### src/rtl/hilo_seq_pkg.sv
// Shared HI/LO sequencer definitions: op encodings, FSM state codes and defaults.
package hilo_seq_pkg;
    localparam logic [1:0] OP_MULT = 2'b00;
    localparam logic [1:0] OP_DIV  = 2'b01;
    localparam logic [1:0] OP_MTHI = 2'b10;
    localparam logic [1:0] OP_MTLO = 2'b11;

    localparam logic [2:0] ST_IDLE    = 3'd0;
    localparam logic [2:0] ST_ARM     = 3'd1;
    localparam logic [2:0] ST_WAIT    = 3'd2;
    localparam logic [2:0] ST_CAPTURE = 3'd3;
    localparam logic [2:0] ST_RELEASE = 3'd4;

    localparam int TIMEOUT_DEF    = 48;
    localparam int ARM_CYCLES_DEF = 2;
    localparam int WD_W           = 16;
    localparam int ARM_W          = 8;
endpackage

### src/rtl/hilo_seq_op_watchdog.sv
// Per-operation cycle watchdog; expired is high in the cycle the limit is reached.
module op_watchdog
    import hilo_seq_pkg::*;
(
    input  logic            clock,
    input  logic            reset,
    input  logic            clear,
    input  logic            enable,
    input  logic [WD_W-1:0] limit,
    output logic            expired
);
    logic [WD_W-1:0] count;

    always_ff @(posedge clock or negedge reset) begin
        if (!reset)
            count <= '0;
        else if (clear)
            count <= '0;
        else if (enable && count != '1)
            count <= count + WD_W'(1);
    end

    // count holds cycles already spent, so the current cycle is number count+1
    assign expired = enable && (({1'b0, count} + (WD_W+1)'(1)) >= {1'b0, limit});
endmodule

### src/rtl/hilo_seq.sv
// HI/LO sequencer: launches the multiplier or divider, captures its result,
// and handles direct HI/LO writes, divide-by-zero and unit hang timeouts.
module hilo_seq
    import hilo_seq_pkg::*;
#(
    parameter int TIMEOUT    = TIMEOUT_DEF,
    parameter int ARM_CYCLES = ARM_CYCLES_DEF
) (
    input  logic        clock,
    input  logic        reset,
    input  logic        start,
    input  logic [1:0]  op,
    input  logic [31:0] wr_data,
    input  logic        mult_done,
    input  logic [31:0] mult_hi,
    input  logic [31:0] mult_lo,
    input  logic        div_done,
    input  logic [31:0] div_hi,
    input  logic [31:0] div_lo,
    input  logic        div_zero,
    output logic        mult_ctrl,
    output logic        div_ctrl,
    output logic [31:0] hi,
    output logic [31:0] lo,
    output logic        busy,
    output logic        done,
    output logic        error
);
    logic [2:0]       state, state_nx;
    logic             sel_div;
    logic [ARM_W-1:0] arm_cnt;
    logic             mt_done;
    logic             wd_expired;
    logic             unit_done;
    logic             arm_last;

    assign unit_done = sel_div ? div_done : mult_done;
    assign arm_last  = (int'(arm_cnt) + 1) >= ARM_CYCLES;

    op_watchdog u_watchdog (
        .clock   (clock),
        .reset   (reset),
        .clear   (state == ST_IDLE),
        .enable  (state == ST_ARM || state == ST_WAIT),
        .limit   (WD_W'(TIMEOUT)),
        .expired (wd_expired)
    );

    always_comb begin
        state_nx = state;
        case (state)
            ST_IDLE:    if (start && !op[1]) state_nx = ST_ARM;
            ST_ARM:     if (wd_expired) state_nx = ST_RELEASE;
                        else if (arm_last) state_nx = ST_WAIT;
            // a real completion wins over a simultaneous timeout
            ST_WAIT:    if (unit_done) state_nx = ST_CAPTURE;
                        else if (wd_expired) state_nx = ST_RELEASE;
            ST_CAPTURE: state_nx = ST_RELEASE;
            default:    state_nx = ST_IDLE;
        endcase
    end

    always_ff @(posedge clock or negedge reset) begin
        if (!reset) begin
            state   <= ST_IDLE;
            sel_div <= 1'b0;
            arm_cnt <= '0;
            mt_done <= 1'b0;
            hi      <= '0;
            lo      <= '0;
            error   <= 1'b0;
        end else begin
            state   <= state_nx;
            mt_done <= 1'b0;
            case (state)
                ST_IDLE: if (start) begin
                    if (op == OP_MTHI) begin
                        hi      <= wr_data;
                        mt_done <= 1'b1;
                    end else if (op == OP_MTLO) begin
                        lo      <= wr_data;
                        mt_done <= 1'b1;
                    end else begin
                        sel_div <= op[0];
                        error   <= 1'b0;
                        arm_cnt <= '0;
                    end
                end
                ST_ARM: begin
                    arm_cnt <= arm_cnt + ARM_W'(1);
                    if (wd_expired) error <= 1'b1;
                end
                ST_WAIT: if (!unit_done && wd_expired) error <= 1'b1;
                ST_CAPTURE: begin
                    if (sel_div && div_zero) begin
                        error <= 1'b1;
                    end else if (sel_div) begin
                        hi <= div_hi;
                        lo <= div_lo;
                    end else begin
                        hi <= mult_hi;
                        lo <= mult_lo;
                    end
                end
                default: ;
            endcase
        end
    end

    // ctrl is low in RELEASE, which re-initializes the unit for the next launch
    assign busy      = (state == ST_ARM) || (state == ST_WAIT) || (state == ST_CAPTURE);
    assign mult_ctrl = busy && !sel_div;
    assign div_ctrl  = busy && sel_div;
    assign done      = mt_done || (state == ST_RELEASE);
endmodule

### config.mk
export PLATFORM = sky130hd
export DESIGN_NAME = hilo_seq
export DESIGN_NICKNAME = d
export VERILOG_FILES = /design/src/rtl/hilo_seq_pkg.sv /design/src/rtl/hilo_seq_op_watchdog.sv /design/src/rtl/hilo_seq.sv
export SDC_FILE = /design/constraint.sdc
export NUM_CORES = 1
export LEC_CHECK = 0
export BUFFER_PORTS_ARGS = -buffer_cell sky130_fd_sc_hd__buf_2
export CORE_MARGIN = 4
export CORE_UTILIZATION = 54
export CTS_CLUSTER_DIAMETER = 100
export DETAILED_ROUTE_END_ITERATION = 7
export PLACE_DENSITY = 0.87
export SLEW_MARGIN = 40
export SYNTH_ARGS = -nofsm -noshare
export SYNTH_HDL_FRONTEND = slang
export SYNTH_HIERARCHICAL = 1
export SYNTH_SLANG_ARGS = --single-unit
### constraint.sdc
create_clock -name clock -period 6.2 [get_ports clock]
set_input_delay 1.24 -clock clock [delete_from_list [all_inputs] [get_ports clock]]
set_output_delay 1.24 -clock clock [all_outputs]
set_load 0.02 [all_outputs]
---- Yosys cells after proc, flatten, opt, wreduce, memory -nomap -nowiden ----
Index checks and enable logic that the tools add are counted.
cells by class
  bitwise logic cells ..................... 2
  shift-type cells ........................ 0
  add/subtract/negate cells ............... 4
  reductions and logical operators ........ 24
  div/mod/pow operators ................... 0
  multipliers ............................. 0
  muxes and demuxes ....................... 35
  magnitude comparators ................... 2
  equal/unequal tests ..................... 19
operators by type and width
  operator                                              count
  2-to-1 mux 32 bit                                     9
  one-hot mux 32 bit (2 select lines)                   2
  2-to-1 mux 16 bit                                     2
  2-to-1 mux 8 bit                                      3
  inequality test 2 bit, second input constant          10
  adder 16 x 1 -> 17 bit, second input constant         1
  >= comparator 17 x 6 -> 1 bit, second input constant  1
  adder 16 x 1 -> 16 bit, second input constant         1
  inequality test 16 bit, second input constant         1
  one-hot mux 8 bit (2 select lines)                    1
  2-to-1 mux 3 bit                                      5
  one-hot mux 3 bit (4 select lines)                    1
  AND reduction 4 bit                                   3
  2-to-1 mux 1 bit                                      11
  adder 8 x 1 -> 9 bit, second input constant           1
  >= comparator 9 x 2 -> 1 bit, second input constant   1
  adder 8 x 1 -> 8 bit, second input constant           1
  logical AND 1 bit                                     7
  AND reduction 7 bit                                   1
  equality test 3 x 2 -> 1 bit, second input constant   2
  inequality test 3 bit, second input constant          2
  nonzero test 2 bit                                    3
  AND reduction 5 bit                                   1
  equality test 2 bit, second input constant            2
  other kinds (9)                                       14
word-level totals
  output and inout bits ................... 69
  input port bits ......................... 168
  logic and storage cells ................. 94
  memories ................................ 0
  flip-flop bits (word level) ............. 94
  RAM bits ................................ 0
  latch bits .............................. 0
  ROM bits ................................ 0

---- Depth between registers and ports, before layout ----
Gate-level depths: netlist (run 1).
  word-level depth ........................ 6
  gate-level depth with buffers ........... 14
  gate-level depth less buffers ........... 14

---- By module ----
The synthesis (run 1) kept the hierarchy.
by module, submodules not included
  module       times used  area an instance (sq um)  sequential area each (sq um)  cells each
  hilo_seq     1           4,868.4                   1,951.9                       520
  op_watchdog  1           1,410.1                   400.4                         168

---- Least setup slack after synthesis (run 1) ----
No wires, ideal clock.
  kind .................................... reg2reg
  start point ............................. reg u_watchdog.count[0]
  end point ............................... reg state[1]
  required time ........................... 6.057 ns
  cell stages (with the launch flop) ...... 14
  buffers on the path ..................... 0
  arrival time ............................ 2.790 ns
  setup slack ............................. 3.267 ns
  library setup time ...................... 0.143 ns
  clock period less this slack ............ 2.933 ns
  path through ............................ dfrtp_1 > ha_1 > nand4_1 > nor3_1 > nand2_1 > xnor2_1 > ha_1 > a21o_1 > a21oi_1 > nand4_1 > o21a_1 > nor4b_2 > o2111a_2 > a211oi_1
between the ends
  word-level cells in the longest chain between the ends .. 5
  elaborated cells on any way between the ends .. 8
  classes of those cells .................. add/sub (1); order compare (1); eq/ne (2); mux (2); reduce/logical (2)
ends and longest elaborated chain
  element                                                                           line                        text
  start, declared                                                                   hilo_seq_op_watchdog.sv:12  logic [WD_W-1:0] count;
  start signal, assigned                                                            hilo_seq_op_watchdog.sv:20  count <= count + WD_W'(1);
  adder 16 x 1 -> 17 bit *                                                          hilo_seq_op_watchdog.sv:24  assign expired = enable && (({1'b0, count} + (WD_W+1)'(1)) >= {1'b0, limit});
  >= comparator 17 x 6 -> 1 bit *                                                   hilo_seq_op_watchdog.sv:24
  logical AND 1 bit *                                                               hilo_seq_op_watchdog.sv:24
  via wd_expired                                                                    hilo_seq.sv:33              logic wd_expired;
  2-to-1 mux 3 bit / inequality test 3 bit (equally long branches)                  -
  one-hot mux 3 bit (4 select lines) / AND reduction 3 bit (equally long branches)  -
  end signal, assigned                                                              hilo_seq.sv:73              state <= state_nx;
  end, declared                                                                     hilo_seq.sv:29              logic [2:0] state, state_nx;
The timed path passes the listed nets; every way through them passes the cells marked *.
A chain may end at the register's enable or synchronous reset.

---- Final worst setup path (run 1) ----
  start point ............................. reg u_watchdog.count[0]
  end point ............................... reg error
between the ends
  word-level cells in the longest chain between the ends .. 6
  elaborated cells on any way between the ends .. 7
  classes of those cells .................. add/sub (1); order compare (1); eq/ne (2); reduce/logical (3)
ends and longest elaborated chain
  element                                 line                        text
  adder 16 x 1 -> 17 bit *                hilo_seq_op_watchdog.sv:24
  >= comparator 17 x 6 -> 1 bit *         hilo_seq_op_watchdog.sv:24
  logical AND 1 bit *                     hilo_seq_op_watchdog.sv:24
  via wd_expired                          hilo_seq.sv:33
  logical AND 1 bit                       hilo_seq.sv:93              ST_WAIT: if (!unit_done && wd_expired) error <= 1'b1;
  inequality test 2 bit (no source line)  -
  AND reduction 7 bit (no source line) *  -
  end signal, assigned                    hilo_seq.sv:91              if (wd_expired) error <= 1'b1;
  end signal, assigned                    hilo_seq.sv:93
  end signal, assigned                    hilo_seq.sv:96              error <= 1'b1;
  end, declared                           hilo_seq.sv:27              output logic error
Marked as above.

==> results of run 1 <==
power groups by stage:
stage               registers, W  logic [W]  clock network (W)
global route             0.00112    0.00187           0.000650
CTS                      0.00108    0.00173           0.000619
detailed placement       0.00108    0.00173                  0
global placement         0.00108    0.00167                  0
floorplan                0.00127    0.00104                  0
finish                   0.00108    0.00172           0.000611
worst max path at each step:
stage | startpoint | endpoint | depth (start not counted)
finish | u_watchdog/count[0] | error | 14
global route | u_watchdog/count[0] | error | 14
CTS | u_watchdog/count[0] | error | 14
detailed placement | u_watchdog/count[0] | error | 14
global placement | div_zero | hi[0] | 6
floorplan | u_watchdog/count[0] | state[1] | 13
metal layers:
metal / vias up / share of wire / global-route usage
met5: - / 0.00042 / 0
met4: 2 / 0.029 / 0.0944
met3: 37 / 0.060 / 0.0402
met2: 205 / 0.50 / 0.418
met1: 2602 / 0.41 / 0.313
li1: 2758 / - / -
state kept, by name, summed over array words and instances, names as in the netlist:
name / count
mt_done: 1
sel_div: 1
hi: 32
lo: 32
state: 3
error: 1
u_watchdog/count: 16
arm_cnt: 8
logic make-up after synthesis:
family	Yosys count
DFF	94
xor gates and xnor gates	30
buffers and inverters	124
adders and majority gates	19
and+or+nand+nor	175
other	2
muxes	130
AOI/OAI and AO/OA	114
metrics by stage:
step / setup WS (ps) / cells / util
floorplan: 3270 / 702 / -
global placement: 2770 / 1046 / 0.656
detailed placement: 2860 / 1048 / 0.657
CTS: 2670 / 1064 / 0.687
global route: 2300 / 1064 / 0.687
finish: 2620 / 1064 / 0.687
cell usage after synthesis, types with 2 or more instances:
library cell and count:
xnor2_1 8, xor2_1 22, buf_1 4, or3_1 3, buf_8 6, nor2_1 25
nor3_1 5, buf_6 3, a211oi_1 2, buf_2 15, a21boi_0 2, a21oi_1 13
nand2_1 84, and3_1 6, conb_1 2, ha_1 19, inv_1 82, nand3_1 18
o21ai_0 78, nand4_1 11, nand3_2 4, a221oi_4 2, a21o_1 3, and2_1 3
mux2i_1 129, nor2b_1 3, nand2b_1 3, o31ai_1 4, dfrtp_1 94, a31oi_1 2
clkbuf_1 14
final cells by class:
type	count	share of cell area
inverters	82	0.0393
repair buffers	245	0.160
flip-flops and latches	94	0.301
clock inverters	4	0.00974
clock buffers	12	0.0327
multi-input cells	484	0.435
well taps	143	0.0228
worst max-delay path: stages, from the launching register on:
cell and delay (ps):
dfrtp_1 430, ha_1 250, nand4_1 190, nor3_1 450
nand2_1 150, xnor2_1 180, ha_1 320, nand3_1 110
nor3_1 320, nand4_1 160, nand4_1 140, o21a_1 300
a21oi_1 120, o21ai_0 230, a32o_1 190
==> flow_summary_export.csv, run 1 <==
group,metric,value,unit
die,die-area,13400,um^2
final_layout,final_common_cell,"buf_2",
die,num_rows,39,
synthesis,synthAdderAreaFrac,0.0379,
synthesis,synth-seq-cells,94,
grt,grt_antenna_before_repair,1,
critical_path,reg2reg_setup_slack,2620,ps
die,die_h,116,um
routing,drtIter0Drc,334,
sta,skew,12.1,ps
final_layout,syn2layout_area_growth,24.9,%
critical_path,end_kind,"register",
sta,whs,513,ps
critical_path,start_kind,"register",
power_and_ir_drop,vdd.ir_drop.worst,0.313,mV
place,place_area,7510,um^2
routing,drc,0,
power_and_ir_drop,power_density,435,nW/um^2
power_and_ir_drop,switchingPower,0.00149,W
final_layout,layout.nets,1103,
die,core,11400,um^2
routing,vias,5604,
sta,post-route-min-period,3580,ps
synthesis,synth_compound_area_frac,0.108,
final_layout,layout_common_cells,"buf_2, mux2i_1, dfrtp_1, nand2_1, inv_1",
final_layout,fillers,905,
clock_tree,tritoncts,"built",
sta,tightest_slew,754,ps
critical_path,worstPathRequired,6480,ps
final_layout,multiInputGateArea,3410,um^2
power_and_ir_drop,p_sw_frac,0.437,
sta,max_clock_freq,279,MHz
hold_path,hp-class,"register to register",
synthesis,ys_top_cells_by_area,"dfrtp_1, mux2i_1, o21ai_0",
grt,grt_pass1_vias,5383,
power_and_ir_drop,clkPwrFrac,0.179,
sta,slew_headroom,0.497,
clock_tree,clock_path_buffers,2,
critical_path,path_max_fanout,4,
synthesis,synthXorXnorAreaFrac,0.0418,
synthesis,synth_ff_type,"dfrtp_1",
synthesis,avgSynthCellArea,9.13,um^2
power_and_ir_drop,pwr-share-comb,0.504,
synthesis,synth_top_family_by_area,"multiplexers",
clock_tree,cts_setup_buffers,0,
hold_path,worstHoldEndpoint,"error",
routing,detail_route.first_pass.iterations,4,
grt,overflow,0,
sta,setup-violations-final,0,
die,die_w,116,um
clock_tree,holdBufCountCts,0,
die,ios,237,
critical_path,arrival,3860,ps
place,dp_hpwl,12700,um
final_layout,register_area,2360,um^2
synthesis,synthMuxAreaShare,0.207,
clock_tree,insertion_delay,340,ps
status,status,"finished clean",
synthesis,ys_async_sr_fraction,1.00,
clock_tree,ctsHtreeMaxLevel,3,
synthesis,synthCells,688,
hold_path,whs_path_depth,1,
synthesis,synthSimpleGateAreaFrac,0.137,
critical_path,rr_endpoint,"error",
clock_tree,root_buffer,"clkbuf_16",
synthesis,seq_area_frac_synth,0.375,
critical_path,r2r_start,"u_watchdog/count[0]",
clock_tree,clkSinkCount,94,
grt,grt_max_degree,129,
sta,hold_viol,0,
routing,routed_wl,16700,um
critical_path,critical_path_class,"register to register",
die,start_util,0.550,
synthesis,synth_edf_count,0,
synthesis,synthDistinctLibCells,50,
routing,drtAntennaViolNets,0,
routing,vias_per_cell,5.27,
place,portBuffers,236,
run,max_cap_violations,0,
power_and_ir_drop,intPower,0.00192,W
clock_tree,cts_resized,0,
final_layout,final_cell_area,7840,um^2
sta,fin_crit_sh,0.578,
synthesis,yosysTopAreaCellShare,0.375,
power_and_ir_drop,seq_power_share,0.317,
synthesis,yosysTopAreaCell,"dfrtp_1",
synthesis,yosysWarnings,6,
power_and_ir_drop,leakage,4.06,nW
critical_path,r2r_cells,14,
final_layout,drive_above_1_share,0.300,
final_layout,n_antenna_cell,0,
grt,grt_pass1_wl,25900,um
synthesis,syn_area,6280,um^2
hold_path,min_from,"error",
sta,rsz0062_at_grt,"no",
clock_tree,numCtsBuffers,9,
power_and_ir_drop,power,0.00341,W
clock_tree,clk_pin_slew_worst_paths,70,ps
routing,wl_per_cell,15.7,um
grt,globalRouteTotalUtil,0.245,
sta,fin_tns_setup,0,ps
sta,maxSlewViolCount,0,
place,gp_congestion,0.877,
Power figures use the tool's default switching activity.
==> inputs of run 2 (changes only) <==
Settings changed: CORE_UTILIZATION 54 to 50, PLACE_DENSITY 0.87 to 0.81.
Clock period 6.2 ns to 3.52 ns, I/O delays scaled along.
==> run 2 against run 1 <==
Effect of this change: largest cell class unchanged; first-iteration DRC count is 1.5% higher; clock power increased by 47%; highest routed layer is now met4; critical endpoint is now state[0]; largest power group unchanged; non-clock buffer count unchanged; utilization decreased by 4.3 points; register-to-register slack got worse by 2300 ps.
==> flow_summary_export.csv, run 2 (same netlist as run 1, synthesis figures left out) <==
group,metric,value,unit
die,start_util,0.516,
critical_path,arrival,3410,ps
routing,top_layer_used,"met4",
critical_path,path_max_fanout,6,
sta,fin_crit_sh,0.903,
grt,grt_max_degree,103,
final_layout,final_cells,1088,
place,place_area,7560,um^2
sta,hold_viol,0,
place,portBuffers,236,
power_and_ir_drop,intPower,0.00320,W
routing,wl_met2,8490,um
clock_tree,numCtsBuffers,9,
routing,vias_per_cell,5.12,
die,num_rows,40,
place,dp_hpwl,12800,um
sta,maxSlewViolCount,0,
power_and_ir_drop,switchingPower,0.00262,W
routing,wl_per_cell,15.4,um
final_layout,drive_above_1_share,0.300,
routing,drc,0,
grt,grt_antenna_before_repair,0,
clock_tree,root_buffer,"clkbuf_16",
critical_path,end_kind,"register",
power_and_ir_drop,power_density,744,nW/um^2
routing,routed_wl,16700,um
grt,grt_pass1_wl,26400,um
routing,vias,5570,
grt,grt_pass1_vias,5503,
clock_tree,insertion_delay,350,ps
sta,max_clock_freq,315,MHz
place,dp.cells,1073,
final_layout,final_common_cell,"buf_2",
die,die_h,120,um
die,die_w,120,um
sta,fin_tns_setup,0,ps
sta,setup-violations-final,0,
critical_path,r2r_start,"u_watchdog/count[3]",
die,die-area,14400,um^2
status,status,"finished clean",
critical_path,cp_slowest_cell,"nor4_4",
die,core,12200,um^2
clock_tree,clkSinkCount,94,
sta,post-route-min-period,3180,ps
place,gp_congestion,0.867,
clock_tree,cts_setup_buffers,0,
clock_tree,clk_pin_slew_worst_paths,60,ps
routing,dr_wl_met3,1200,um
clock_tree,ctsHtreeMaxLevel,3,
critical_path,r2r_cells,13,
final_layout,n_antenna_cell,0,
sta,skew,7.22,ps
power_and_ir_drop,leakage,4.04,nW
critical_path,start_kind,"register",
power_and_ir_drop,clkPwrFrac,0.154,
critical_path,critPathMaxStageDelay,470,ps
grt,globalRouteTotalUtil,0.230,
power_and_ir_drop,p_sw_frac,0.450,
critical_path,cp_cell_sequence,"nand2_1 -> nor4_4 -> nand3_1 -> xnor2_1 -> ha_1 -> nand3_1 -> nor3_1 -> nand4_1 -> nand4_1 -> o21a_1 -> nor4b_2 -> o2111a_2 -> a22o_1",
routing,drtIter0Drc,339,
routing,detail_route.first_pass.iterations,5,
sta,rsz0062_at_grt,"no",
final_layout,reg_top3,"hi x32, lo x32, u_watchdog/count x16",
clock_tree,tritoncts,"built",
final_layout,layout_common_cells,"buf_2, mux2i_1, dfrtp_1, nand2_1, inv_1",
routing,drtAntennaViolNets,0,
power_and_ir_drop,pwr-share-comb,0.517,
power_and_ir_drop,seq_power_share,0.329,
sta,tightest_slew,648,ps
run,max_cap_violations,0,
final_layout,syn2layout_area_growth,24.7,%
critical_path,critical_path_class,"register to register",
critical_path,reg2reg_setup_slack,340,ps
routing,met1_length,6680,um
final_layout,final_cell_area,7830,um^2
die,ios,237,
power_and_ir_drop,vdd.ir_drop.worst,0.408,mV
critical_path,worstPathRequired,3750,ps
clock_tree,holdBufCountCts,0,
clock_tree,clock_path_buffers,2,
sta,slew_headroom,0.568,
hold_path,hp-class,"input port to asynchronous set/reset pin",
grt,overflow,0,
critical_path,rr_endpoint,"state[0]",
final_layout,layout.nets,1103,
-- run 2: changes by cell type in the layout (fill, tap and decap cells not counted) --
cell,before,now
clkbuf_8,2,1
buf_4,9,8
nor3_1,5,4
inv_6,1,0
nor3_2,0,1
buf_12,0,2
clkinv_4,0,1
buf_6,1,0
clkinvlp_4,1,0
clkinv_2,0,3
bufinv_16,2,0
-- run 2: repair_timing --
item	in CTS	in global routing
endpoints found under the setup margin	0	1
gates resized for setup	0	1
hold endpoints to repair	0	0
-- run 2: cell type report --
type,count,area [um^2]
well taps,168,210
clock buffers,11,243
flip-flops and latches,94,2360
fillers,1037,4330
inverters,82,308
clock inverters,4,23.8
repair buffers,245,1280
multi-input cells,484,3410
-- run 2: worst max-delay path by stage --
stage	slack (ps)	startpoint	end
after floorplan	590	u_watchdog/count[0]	state[1]
after global placement	420	u_watchdog/count[2]	state[0]
after detailed placement	310	u_watchdog/count[2]	state[0]
after CTS	260	u_watchdog/count[2]	state[0]
after global routing	80	u_watchdog/count[0]	error
final	340	u_watchdog/count[3]	state[0]
-- run 2: metrics by stage --
stage               worst slack, ps   util  power (W)  hold WS (ps)
CTS                             257  0.643    0.00588           357
finish                          341  0.644    0.00583           344
detailed placement              306  0.622    0.00497           492
global route                   80.6  0.644    0.00624           378
global placement                420  0.622    0.00488           487
floorplan                       587      -    0.00407           408
-- run 2: worst max-delay path, delay by kind of cell, from the launching register on --
kind	cells	cell delay, ps
AOI/OAI and AO/OA	3	680
adders and majority gates	1	280
xor gates and xnor gates	1	180
DFF	1	440
and+or+nand+nor	8	1510
-- run 2: layer usage --
| metal | GRT usage | vias up |
|---|---|---|
| met2 | 0.394 | 205 |
| li1 | - | 2757 |
| met3 | 0.0542 | 30 |
| met4 | 0.0737 | 0 |
| met1 | 0.284 | 2578 |
| met5 | 0 | - |
-- run 2: power by group through the flow --
stage / clock network, W / logic, W / registers (W)
2_1_floorplan: 0 / 0.00183 / 0.00224
3_3_place_gp: 0 / 0.00296 / 0.00191
3_5_place_dp: 0 / 0.00305 / 0.00192
4_1_cts: 0.000923 / 0.00304 / 0.00192
5_1_grt: 0.000967 / 0.00329 / 0.00198
6_report: 0.000899 / 0.00301 / 0.00191
==> inputs of run 3 (changes only) <==
Settings changed: CORE_UTILIZATION 50 to 45, PLACE_DENSITY 0.81 to 0.77.
Clock period 3.52 ns to 2.65 ns, I/O delays scaled along.
==> run 3 against run 2 <==
Effect of this change: the run now ends with setup timing left; first-iteration DRC count fell by 0.29%; hold slack got worse by 320 ps; fmax rose by 7.9%; worst setup slack got worse by 640 ps; global-route usage fell by 2.2 points; sequential power rose by 30%; via count rose by 2.1%; clock-buffer cell count did not move; clock power rose by 43%; non-clock buffer count rose by 50; largest cell class unchanged.
==> flow_summary_export.csv, run 3 (same netlist as run 1, synthesis figures left out) <==
group,metric,value,unit
routing,vias_per_cell,4.96,
routing,vias,5685,
die,core,13500,um^2
sta,slew_headroom,0.616,
routing,drtIter0Drc,338,
clock_tree,insertion_delay,340,ps
routing,drc,0,
grt,grt_pass1_vias,5636,
clock_tree,clkSinkCount,94,
grt,grt_pass1_wl,27200,um
sta,fin_ws,-298,ps
clock_tree,numCtsBuffers,9,
sta,fin_crit_sh,1.11,
final_layout,syn2layout_area_growth,33.7,%
grt,globalRouteTotalUtil,0.208,
routing,drtAntennaViolNets,0,
final_layout,n_antenna_cell,0,
sta,fin_tns_setup,-1140,ps
final_layout,layout.nets,1153,
critical_path,start_kind,"register",
place,gp_congestion,0.905,
clock_tree,holdBufCountCts,0,
routing,wl_per_cell,14.9,um
grt,overflow,0,
critical_path,reg2reg_setup_slack,-300,ps
clock_tree,ctsHtreeMaxLevel,3,
sta,tightest_slew,576,ps
die,num_rows,42,
final_layout,final_common_cell,"buf_2",
power_and_ir_drop,power,0.00794,W
sta,hold_viol,0,
run,max_cap_violations,0,
critical_path,r2r_cells,14,
clock_tree,tritoncts,"built",
final_layout,finish.utilization,0.624,
critical_path,end_kind,"register",
grt,grt_antenna_before_repair,0,
power_and_ir_drop,vdd.ir_drop.worst,0.539,mV
place,dp_hpwl,12700,um
status,failed_checks,"setup timing",
final_layout,reg_top3,"hi x32, lo x32, u_watchdog/count x16",
power_and_ir_drop,power_density,946,nW/um^2
power_and_ir_drop,leakage,4.34,nW
sta,maxSlewViolCount,0,
critical_path,worstPathRequired,2870,ps
status,status,"finished, violations left",
sta,post-route-min-period,2950,ps
grt,grt_max_degree,129,
sta,setup-violations-final,5,
die,die_w,126,um
die,start_util,0.467,
routing,routed_wl,17100,um
die,ios,237,
die,die_h,126,um
place,portBuffers,236,
sta,max_clock_freq,339,MHz
clock_tree,root_buffer,"clkbuf_16",
sta,rsz0062_at_grt,"yes",
final_layout,register_area,2360,um^2
final_layout,layout_common_cells,"buf_2, mux2i_1, dfrtp_1, nand2_1, inv_1",
final_layout,drive_above_1_share,0.352,
final_layout,fillers,1148,
clock_tree,clock_path_buffers,2,
routing,detail_route.first_pass.iterations,4,
critical_path,critical_path_class,"register to register",
sta,skew,9.69,ps
critical_path,arrival,3170,ps
clock_tree,clk_pin_slew_worst_paths,70,ps
critical_path,path_max_fanout,4,
hold_path,hp-class,"input port to asynchronous set/reset pin",
die,die-area,15900,um^2
final_layout,multiInputGateArea,3520,um^2
==> run 3: layout make-up <==
cell class                 count  area share
clock inverter                 5     0.00685
multi-input combinational    484       0.419
tap                          176      0.0262
clock buffer                  11      0.0289
timing repair buffer         295       0.202
inverter                      82      0.0367
sequential                    94       0.281
==> run 3: worst max-delay path, stage by stage (launching register included) <==
cell,delay (ps)
dfrtp_1,370
ha_2,190
nand4_1,180
nor3_2,230
nand2_1,110
xnor2_1,170
ha_1,270
a21o_1,190
a21oi_2,140
nand4_1,110
o21a_4,240
buf_4,140
a21oi_4,140
o21ai_2,90
a32o_1,250
==> run 3: where the power goes <==
group / switching (W) / total, W / leakage [nW] / internal, W
registers: 0.000461 / 0.00249 / 1.14 / 0.00203
clock network: 0.000535 / 0.00129 / 0.150 / 0.000759
logic: 0.00249 / 0.00416 / 3.06 / 0.00167
total: 0.00349 / 0.00794 / 4.34 / 0.00445
==> run 3: stage by stage <==
stage / area, um^2 / hold slack, ps / worst slack [ps] / cells
final: 8400 / 28.3 / -298 / 1147
after global routing: 8400 / 23.4 / -426 / 1147
after CTS: 8290 / 18.0 / -180 / 1144
after detailed placement: 7870 / 396 / -230 / 1114
after global placement: 7870 / 395 / -134 / 1114
after floorplan: 6340 / 234 / -35.3 / 702
==> run 3: what timing repair did <==
item	in CTS	in global routing
pin swaps	1	6
gates cloned	0	0
resized for setup	5	17
endpoints found under the setup margin	4	5
buffers inserted	14	3
endpoints found under the hold margin	0	0
==> run 3: worst paths after layout <==
path,start,end
worst max-delay path,u_watchdog/count[0],error
worst min-delay path,reset,lo[19]
worst max register to register,u_watchdog/count[0],error
worst min register to register,hi[19],hi[19]
max in group asynchronous,reset,lo[7]
min in group clock,op[1],mt_done
==> run 3: layer usage <==
layer | track usage | share of wire | vias to the layer above
li1 | - | - | 2856
met1 | 0.256 | 0.41 | 2656
met2 | 0.368 | 0.52 | 159
met5 | 0 | 0 | -
met3 | 0.0483 | 0.054 | 14
met4 | 0.0511 | 0.011 | 0
